## config.mk

```make
export PLATFORM = sky130hd
export DESIGN_NAME = instr_fetch_unit
export DESIGN_NICKNAME = d
export VERILOG_FILES = /design/src/rtl/instr_fetch_unit.sv
export SDC_FILE = /design/constraint.sdc
export NUM_CORES = 1
export LEC_CHECK = 0
export CELL_PAD_IN_SITES_DETAIL_PLACEMENT = 1
export CELL_PAD_IN_SITES_GLOBAL_PLACEMENT = 1
export CORE_MARGIN = 2
export CORE_UTILIZATION = 36
export CTS_CLUSTER_SIZE = 25
export DETAILED_ROUTE_END_ITERATION = 7
export PLACE_DENSITY = 0.75
export SYNTH_ARGS = -nofsm -noshare
export SYNTH_HDL_FRONTEND = slang
export SYNTH_SLANG_ARGS = --single-unit
```

## constraint.sdc

```tcl
create_clock -name clk -period 3.4 [get_ports clk]
set_input_delay 0.68 -clock clk [delete_from_list [all_inputs] [get_ports clk]]
set_output_delay 0.68 -clock clk [all_outputs]
set_load 0.005 [all_outputs]
```

## src/rtl/instr_fetch_unit.sv

```systemverilog
// Instruction fetch front end: owns the PC, fetches one word at a time from instruction
// memory, holds it for decode and applies the Jump/Branch decision on accept.
module instr_fetch_unit #(
    parameter logic [31:0] RESET_PC = 32'h0000_0000
) (
    input  logic        clk,
    input  logic        rst,
    output logic        imem_req,
    output logic [31:0] imem_addr,
    input  logic        imem_ready,
    input  logic        imem_rvalid,
    input  logic [31:0] imem_rdata,
    output logic        inst_valid,
    input  logic        inst_ready,
    output logic [31:0] inst,
    output logic [31:0] inst_pc,
    output logic [5:0]  opcode,
    input  logic        Jump,
    input  logic        Branch,
    input  logic        zero
);

    typedef enum logic [1:0] {
        S_IDLE = 2'd0,
        S_REQ  = 2'd1,
        S_WAIT = 2'd2,
        S_HOLD = 2'd3
    } state_t;

    state_t      state_q;
    logic [31:0] pc_q;
    logic [31:0] pc_d;
    logic        req_q;
    logic        valid_q;
    logic [31:0] inst_q;
    logic [31:0] inst_pc_q;
    logic [5:0]  opcode_q;

    // The jump target keeps the upper nibble of the sequential PC; branch offsets are
    // signed word counts relative to the sequential PC. All sums wrap modulo 2^32.
    function automatic logic [31:0] next_pc(
        input logic [31:0] cur_pc,
        input logic [25:0] target,
        input logic        jump,
        input logic        branch,
        input logic        eq
    );
        logic [31:0]        pc4;
        logic signed [31:0] br_off;
        pc4    = cur_pc + 32'd4;
        br_off = {{14{target[15]}}, target[15:0], 2'b00};
        if (jump) begin
            next_pc = {pc4[31:28], target, 2'b00};
        end else if (branch && eq) begin
            next_pc = pc4 + br_off;
        end else begin
            next_pc = pc4;
        end
    endfunction

    assign pc_d = next_pc(inst_pc_q, inst_q[25:0], Jump, Branch, zero);

    always_ff @(posedge clk or posedge rst) begin
        if (rst) begin
            state_q   <= S_IDLE;
            pc_q      <= {RESET_PC[31:2], 2'b00};
            req_q     <= 1'b0;
            valid_q   <= 1'b0;
            inst_q    <= '0;
            inst_pc_q <= '0;
            opcode_q  <= '0;
        end else begin
            case (state_q)
                S_IDLE: begin
                    state_q <= S_REQ;
                    req_q   <= 1'b1;
                end
                S_REQ: begin
                    if (imem_ready) begin
                        state_q <= S_WAIT;
                        req_q   <= 1'b0;
                    end
                end
                // Read data is only trusted here; rvalid in any other state is dropped.
                S_WAIT: begin
                    if (imem_rvalid) begin
                        inst_q    <= imem_rdata;
                        inst_pc_q <= pc_q;
                        opcode_q  <= imem_rdata[31:26];
                        valid_q   <= 1'b1;
                        state_q   <= S_HOLD;
                    end
                end
                S_HOLD: begin
                    if (inst_ready) begin
                        valid_q  <= 1'b0;
                        opcode_q <= '0;
                        pc_q     <= pc_d;
                        req_q    <= 1'b1;
                        state_q  <= S_REQ;
                    end
                end
                default: begin
                    state_q <= S_IDLE;
                    req_q   <= 1'b0;
                    valid_q <= 1'b0;
                end
            endcase
        end
    end

    // The PC register doubles as the fetch address: it only changes on decode accept.
    assign imem_req   = req_q;
    assign imem_addr  = pc_q;
    assign inst_valid = valid_q;
    assign inst       = inst_q;
    assign inst_pc    = inst_pc_q;
    assign opcode     = opcode_q;

endmodule

```

* Yosys cells after proc, flatten, opt, wreduce, memory -nomap -nowiden
Cells that the tools add are included.
Operators by class: add/subtract/negate cells 2, equality and inequality tests 6, multiplexer cells 15, reduce and logical (&&, ||, !) cells 9
Operators with widths (number):
- 2-to-1 mux 32 bit | 2
- adder 32 x 3 -> 32 bit (second input constant) | 1
- adder 32 bit | 1
- 2-to-1 mux 6 bit | 2
- one-hot mux 6 bit (2 select lines) | 1
- AND reduction 3 bit | 3
- one-hot mux 2 bit (4 select lines) | 1
- 2-to-1 mux 2 bit | 3
- != test 2 bit (second input constant) | 3
- equality test 2 bit (second input constant) | 2
- 2-to-1 mux 1 bit | 4
- AND reduction 2 bit | 2
- one-hot mux 1 bit (3 select lines) | 1
- nonzero test 3 bit | 1
- equality test 2 x 1 -> 1 bit (second input constant) | 1
- zero test 2 bit | 1
- one-hot mux 1 bit (2 select lines) | 1
- nonzero test 2 bit | 1
- logical AND 1 bit | 1
Word-level totals: flip-flop bits (word level) 106, bits of input ports 40, output and inout bits 104, logic and storage cells 39

* Logic depth before layout (Yosys ltp)
Gate-level depths: netlist of run 1.
word-level depth 4, mapped depth 16, gate-level depth less buffers 15

* Worst setup path before layout of run 1
Ideal clock, no wire load.
path kind register to register, from reg inst_pc_q[4] (netlist: inst_pc[4]), to reg pc_q[31] (netlist: imem_addr[31]), data arrival time 3.596 ns, required time 3.296 ns, path slack -0.300 ns, cell stages (with the launch flop) 16, clock period less this slack 3.700 ns, path through dfrtp_1 > and4_1 > clkbuf_1 > nand3_1 > nor4_1 > nand3_1 > xnor2_1 > ha_1 > nand3_1 > nor2_1 > a221o_1 > a31oi_2 > o31ai_2 > o21ai_1 > mux4_2 > o311ai_1
On the way: word-level cells in the longest chain between the ends 4
Ends and longest elaborated chain:
- start, declared | RTL line 36 | logic [31:0] inst_pc_q;
- start signal, assigned | RTL line 88 | inst_pc_q <= pc_q;
- adder 32 x 3 -> 32 bit * | RTL line 50 | pc4 = cur_pc + 32'd4;
- adder 32 bit | RTL line 55 | next_pc = pc4 + br_off;
- 2-to-1 mux 32 bit | RTL line 54 | end else if (branch && eq) begin
- 2-to-1 mux 32 bit * | RTL line 52 | if (jump) begin
- end signal, assigned | RTL line 66 | pc_q <= {RESET_PC[31:2], 2'b00};
- end signal, assigned | RTL line 98 | pc_q <= pc_d;
- end, declared | RTL line 31 | logic [31:0] pc_q;
Every way passes the cells marked *; elsewhere a longest branch is shown, timed or not. A chain may end at the register's enable or synchronous reset.

* Worst setup path after layout of run 1
from reg inst_pc_q[8] (netlist: inst_pc[8]), to reg pc_q[31] (netlist: imem_addr[31])
Same word-level chain as after synthesis.

==> reports/summary.txt, run 1 <==
Row cnt: 49
Failing checks: setup timing
Status: complete, but fails checks
Drt initial violations: 253
Setup crit start: inst_pc[8]
Antenna cells: 0
CTS tree: built
Synth Instances: 674
Clk Latency, worst-skew pair: 0.37 ns
Drt pass-1 iters: 4
Max frequency: 285 MHz
Avg Vias per Cell: 5.49
Worst path arrival time: 3.78 ns
YS warnings: 0
Power density over the cells: 1090 nW/um^2
Worst-path cell chain: buf_6, nand4_1, buf_6, nor4_4, buf_4, nand3_2, xnor2_2, buf_4, ha_2, a21o_1, a221o_1, a31oi_4, o31ai_2, o21ai_1, mux4_2, o311ai_2
RR Startpoint: inst_pc[8]
Avg Inst Size Synth: 9.86 um^2
Area of the multi-input gates: 4300 um^2
Synthesis-to-finish area growth: 54.4%
Max incr delay on CP: 0.54 ns
Yosys top cell area share: 0.399
Peak supply drop: 0.000473 V
Sink Count: 106
CP Max Fanout: 4
Prevailing post-synth register cell: dfrtp_1
Post-synth EDFFs: 0
Worst setup SP type: flip-flop
Global-route wire length before repair: 40.5 mm
Final ANT Viol Nets: 0
CP delay by family, top: compound AO/OA/AOI/OAI gates
Synth area leader: dfrtp_1
RePlAce Congestion: 0.896
Clk slew on worst S/H paths: 0.09 ns
Hold path startpoint: inst[28]
Die H: 140 um
Crit Path Class: flip-flop to flip-flop
Crit end category: flip-flop
Drt total wl: 25.8 mm
Distinct cell type count after synthesis: 57
Crit path buffers/inverters: 4
Fin crit share: 1.03
Largest net degree at the start of global routing: 107
Fin nets: 1,042
Post-synthesis sequential area ratio: 0.399
Share of post-route cells with drive strength above 1: 0.331
Final setup violation count: 5
Final Skew: 0.00924 ns
Slowest CP cell: mux4_2
Initial antenna violation count: 0
Die area: 19,600 um^2
RSZ-0062 raised after global routing: yes
DR DRC count: 0
Fillers: 2,015
Tmin final: 3.51 ns
Crit path required time: 3.67 ns
Register bit total from synthesis: 106
Input/output buffers: 143
Final Hold Vio Count: 0
Post-DP HPWL: 18.7 mm
H-tree depth: 3
Initial Utilization: 0.369
Die X: 140 um
Top post-synthesis cells by area: dfrtp_1, mux2_2, ha_1
Post-synthesis instance area: 6650 um^2
Total Power: 11.2 mW
Hold Path Class: flip-flop to flip-flop
Vias in the first global route: 7,221
Vias: 6,561
Relative slew slack: 0.525
Asr flop ratio synth: 1.00
Final Worst Setup Slack: -0.112 ns
Core area: 18,000 um^2
# hold bufs at CTS: 0
Worst-Margin Slew: 0.712 ns
Max Buffers Root-to-Sink: 2
I/O pins: 144
Total CTS buffers: 9
Max cap viols: 0
Root buf cell: clkbuf_16
Leakage power: 4.62 nW
Setup TNS: -0.324 ns
Mapped Nets: 756
GRT overflow: 0
Routed len/inst: 21.6 um
Area occupied by registers: 2660 um^2
Pre-CTS WS: -0.382 ns
Pins Over Slew Limit: 0
Total global-route track usage: 0.261
[state kept, by name (all words and copies together), names as in the netlist]
register / flops
imem_addr: 32
imem_req: 1
inst: 32
inst_pc: 32
inst_valid: 1
opcode: 6
state_q: 2
[layout by cell type (no fill, tap or decap), drive strengths merged, types with 7 or more instances in the layout]
master / n
o21bai: 10
a22o: 16
buf: 159
inv: 17
ha: 41
clkdlybuf4s50: 143
a211oi: 13
o211ai: 11
a21oi: 34
and3: 8
dfrtp: 106
nand4: 7
nor2: 42
mux2: 64
a21o: 13
xor2: 19
clkbuf: 9
nand2: 70
o21ai: 42
nand3: 26
xnor2: 31
[cells in the mapped netlist, drive strengths merged, types with 15 or more instances]
cell,instances
nor2,42
nand3,26
ha,41
clkbuf,25
a22o,16
xnor2,31
mux2,64
dfrtp,106
a21oi,34
o21ai,42
inv,15
nand2,70
xor2,19
[layer usage]
metal  global-route usage  wire (um)  up-vias  part of all wire
li1                     -          -     3031                 -
met1                0.332      11100     3354              0.43
met2                0.460      13400      141              0.52
met3               0.0392        849       35             0.033
met4               0.0742        536        0             0.021
met5                    0          0        -                 0
[area by class of cell]
class                   count  area share
multi-input cells         525       0.419
repair buffers            302       0.259
flip-flops and latches    106       0.259
well taps                 229      0.0279
clock buffers               9      0.0219
clock inverters             7     0.00695
inverters                  16     0.00622
[logic make-up (layout without fill, tap and decap cells)]
group           Yosys count  after routing  share of synthesized area
flops                   106            106                      0.399
xor+xnor                 50             50                     0.0659
mux                      67             67                      0.115
simple gates            186            186                      0.131
compound gates          180            180                      0.184
buf+inv                  43            334                     0.0243
fa+ha+maj                42             42                     0.0802
[final timing paths]
check                      cells past startpoint  slack, ns       endpoint
setup / recovery                              16      -0.11  imem_addr[31]
setup reg to reg                              16      -0.11  imem_addr[31]
hold reg to reg                                1       0.51       inst[28]
max in group asynchronous                      3       2.12  imem_addr[15]
hold / removal                                 1       0.51       inst[28]
min in group asynchronous                      3       0.84       inst[27]
[power by group]
group / internal (mW) / switching, mW / total, mW
Combinational: 4.18 / 3.49 / 7.68
Sequential: 1.84 / 0.582 / 2.42
Clock: 0.521 / 0.578 / 1.10
[repair_timing]
| action | in CTS | in global routing |
|---|---|---|
| setup buffers | 11 | 15 |
| gates resized for setup | 38 | 58 |
| gates cloned | 0 | 0 |
| pin swaps | 15 | 51 |
| endpoints found under the setup margin | 16 | 18 |
[metrics by stage]
stage	std cells	utilization	hold slack, ns	cell area, um^2
floorplan	674	-	0.489	6680
global placement	1152	0.516	0.488	9310
detailed placement	1152	0.516	0.494	9310
CTS	1179	0.547	0.513	9850
global route	1194	0.569	0.535	10300
finish	1194	0.569	0.508	10300
[worst register-to-register path: stages, from the launching register on]
cell and delay (ns):
dfrtp_1 0.41, buf_6 0.12, nand4_1 0.17, buf_6 0.19
nor4_4 0.25, buf_4 0.18, nand3_2 0.09, xnor2_2 0.16
buf_4 0.15, ha_2 0.20, a21o_1 0.16, a221o_1 0.33
a31oi_4 0.19, o31ai_2 0.08, o21ai_1 0.11, mux4_2 0.54
o311ai_2 0.08
No activity file was read; power rests on OpenSTA's default activity.
==> run 2, diff against run 1 <==
--- a/config.mk
+++ b/config.mk
@@ -9,7 +9,6 @@
 export CELL_PAD_IN_SITES_GLOBAL_PLACEMENT = 1
 export CORE_MARGIN = 2
 export CORE_UTILIZATION = 36
-export CTS_CLUSTER_SIZE = 25
 export DETAILED_ROUTE_END_ITERATION = 7
 export PLACE_DENSITY = 0.75
 export SYNTH_ARGS = -nofsm -noshare
==> results of run 2 <==
Same layout as run 1: the final DEF is identical, and so are final timing and power.
==> run 3, diff against run 2 <==
--- a/config.mk
+++ b/config.mk
@@ -8,9 +8,10 @@
 export CELL_PAD_IN_SITES_DETAIL_PLACEMENT = 1
 export CELL_PAD_IN_SITES_GLOBAL_PLACEMENT = 1
 export CORE_MARGIN = 2
-export CORE_UTILIZATION = 36
+export CORE_UTILIZATION = 39
 export DETAILED_ROUTE_END_ITERATION = 7
-export PLACE_DENSITY = 0.75
+export PLACE_DENSITY_LB_ADDON = 0.1
+export SLEW_MARGIN = 20
 export SYNTH_ARGS = -nofsm -noshare
 export SYNTH_HDL_FRONTEND = slang
 export SYNTH_SLANG_ARGS = --single-unit
==> constraint.sdc (replaced) <==
create_clock -name clk -period 3.6 [get_ports clk]
set_input_delay 0.72 -clock clk [delete_from_list [all_inputs] [get_ports clk]]
set_output_delay 0.72 -clock clk [all_outputs]
set_load 0.005 [all_outputs]
==> run 3 against run 2 <==
- the flow now finishes without violations
- clock skew grew 0.0056 ns
- clock power decreased by 6%
- clock-buffer cell count unchanged
- sequential cell count is the same
- final cell count fell by 6.0%
- wire length is 4.5% lower
- via count fell by 3.6%
- die area decreased by 7.5%
- register-to-register slack gained 0.15 ns
- sequential power shrank 2%
- final area down 5.2%
- utilization rose by 1.5 points
- highest routed layer unchanged
==> reports/summary.txt, run 3 (synthesized netlist as in run 1, its figures left out) <==
GRT overflow: 0
CP delay by family, top: compound AO/OA/AOI/OAI gates
Antenna cells: 0
# hold bufs at CTS: 0
RePlAce Congestion: 0.917
Routed len/inst: 22.0 um
RSZ-0062 raised after global routing: yes
Leakage power: 4.24 nW
Global-route wire length before repair: 37.7 mm
Worst path arrival time: 3.83 ns
Setup TNS: 0 ns
R2r setup slk: 0.04 ns
Clk Latency, worst-skew pair: 0.37 ns
Post-DP HPWL: 18.1 mm
Crit Path Class: flip-flop to flip-flop
Max incr delay on CP: 0.55 ns
Crit end category: flip-flop
Pins Over Slew Limit: 0
Status: complete, no violations
Max cap viols: 0
Hold Path Class: flip-flop to flip-flop
Initial antenna violation count: 0
Row cnt: 47
Fin nets: 979
Largest net degree at the start of global routing: 48
Clock power share: 0.103
Total CTS buffers: 9
Final Instance Count excl. Fillers: 1,122
Worst-path cell chain: and4_4, buf_6, nand4_1, xnor2_1, ha_1, buf_4, a21oi_1, o21ai_0, nand4b_2, a31oi_4, o31ai_2, o21ai_1, mux4_2, o311ai_2
H-tree depth: 3
Combinational cell fraction of total power: 0.660
DR DRC count: 0
Switching share of total power: 0.427
Share of post-route cells with drive strength above 1: 0.276
Drt initial violations: 413
Avg Vias per Cell: 5.64
Most common cell after layout, fill and taps aside: clkdlybuf4s50_1
Drt pass-1 iters: 5
Die area: 18,100 um^2
Internal: 5.73 mW
Input/output buffers: 143
Relative slew slack: 0.490
Worst setup SP type: flip-flop
Fin crit share: 0.990
Die H: 135 um
Crit path buffers/inverters: 2
CTS tree: built
CP Max Fanout: 7
Initial Utilization: 0.399
Final Skew: 0.0148 ns
Vias: 6,326
Flop pwr share: 0.237
Synthesis-to-finish area growth: 46.4%
Switch Pwr: 4.27 mW
Tmin final: 3.56 ns
Final setup violation count: 0
Drt total wl: 24.6 mm
Sink Count: 106
Most frequent cells in the layout: clkdlybuf4s50_1, dfrtp_1, buf_4
Power density over the cells: 1030 nW/um^2
Placed instance count: 1,089
Peak supply drop: 0.000434 V
Final ANT Viol Nets: 0
Core area: 16,600 um^2
I/O pins: 144
Vias in the first global route: 6,733
Total global-route track usage: 0.269
Max frequency: 281 MHz
Slowest CP cell: mux4_2
Die X: 135 um
Max Buffers Root-to-Sink: 2
Worst-Margin Slew: 0.765 ns
Root buf cell: clkbuf_16
Final Hold Vio Count: 0
Clk slew on worst S/H paths: 0.08 ns
Crit path required time: 3.87 ns
run 3: cell type report:
class                      count  area [um^2]
inverter                      16         62.6
fill                        1812         6910
clock inverter                 7         77.6
timing repair buffer         239         2190
sequential                   106         2660
multi-input combinational    525         4240
tap                          220          275
clock buffer                   9          225
run 3: through the flow:
stage                     utilization  instance area [um^2]  setup slack, ns  hold WS, ns  power, mW
after CTS                       0.563                  9370          0.00336        0.520       9.52
after detailed placement        0.534                  8890           -0.204        0.493       8.25
final                           0.585                  9730           0.0368        0.509       10.0
after floorplan                     -                  6650           0.0277        0.489       5.34
after global routing            0.585                  9730          -0.0944        0.536       10.7
after global placement          0.534                  8890           -0.196        0.486       8.05
run 3: worst paths after layout:
kind | from | end | cells past startpoint
max in group asynchronous | rst | inst_pc[5] | 3
hold / removal | imem_addr[9] | imem_addr[9] | 2
hold reg to reg | imem_addr[9] | imem_addr[9] | 2
min in group asynchronous | rst | inst[26] | 2
setup / recovery | inst_pc[7] | imem_addr[31] | 14
setup reg to reg | inst_pc[7] | imem_addr[31] | 14
run 3: repair_timing:
action,in CTS,in global routing
resized for setup,29,54
setup buffers,5,13
pin swaps,6,25
setup endpoints to repair,9,13
gates cloned,0,0
run 3: power by group through the flow:
stage	Sequential, mW	Combinational [mW]	Clock (mW)
final	2.37	6.60	1.03
after global routing	2.44	7.16	1.11
after CTS	2.32	6.14	1.06
after detailed placement	2.32	5.93	0
after global placement	2.29	5.76	0
after floorplan	2.27	3.07	0
run 3: worst min-delay path, delay by kind of cell (launching register included):
family | cells | cell delay, ns
simple gates | 2 | 0.12
flops | 1 | 0.37
run 3: routing by layer:
metal	GRT usage	wire, um	up-vias
met5	0	0	-
met2	0.450	12200	175
li1	-	-	2917
met4	0.0696	370	0
met1	0.352	10700	3205
met3	0.0627	1340	29
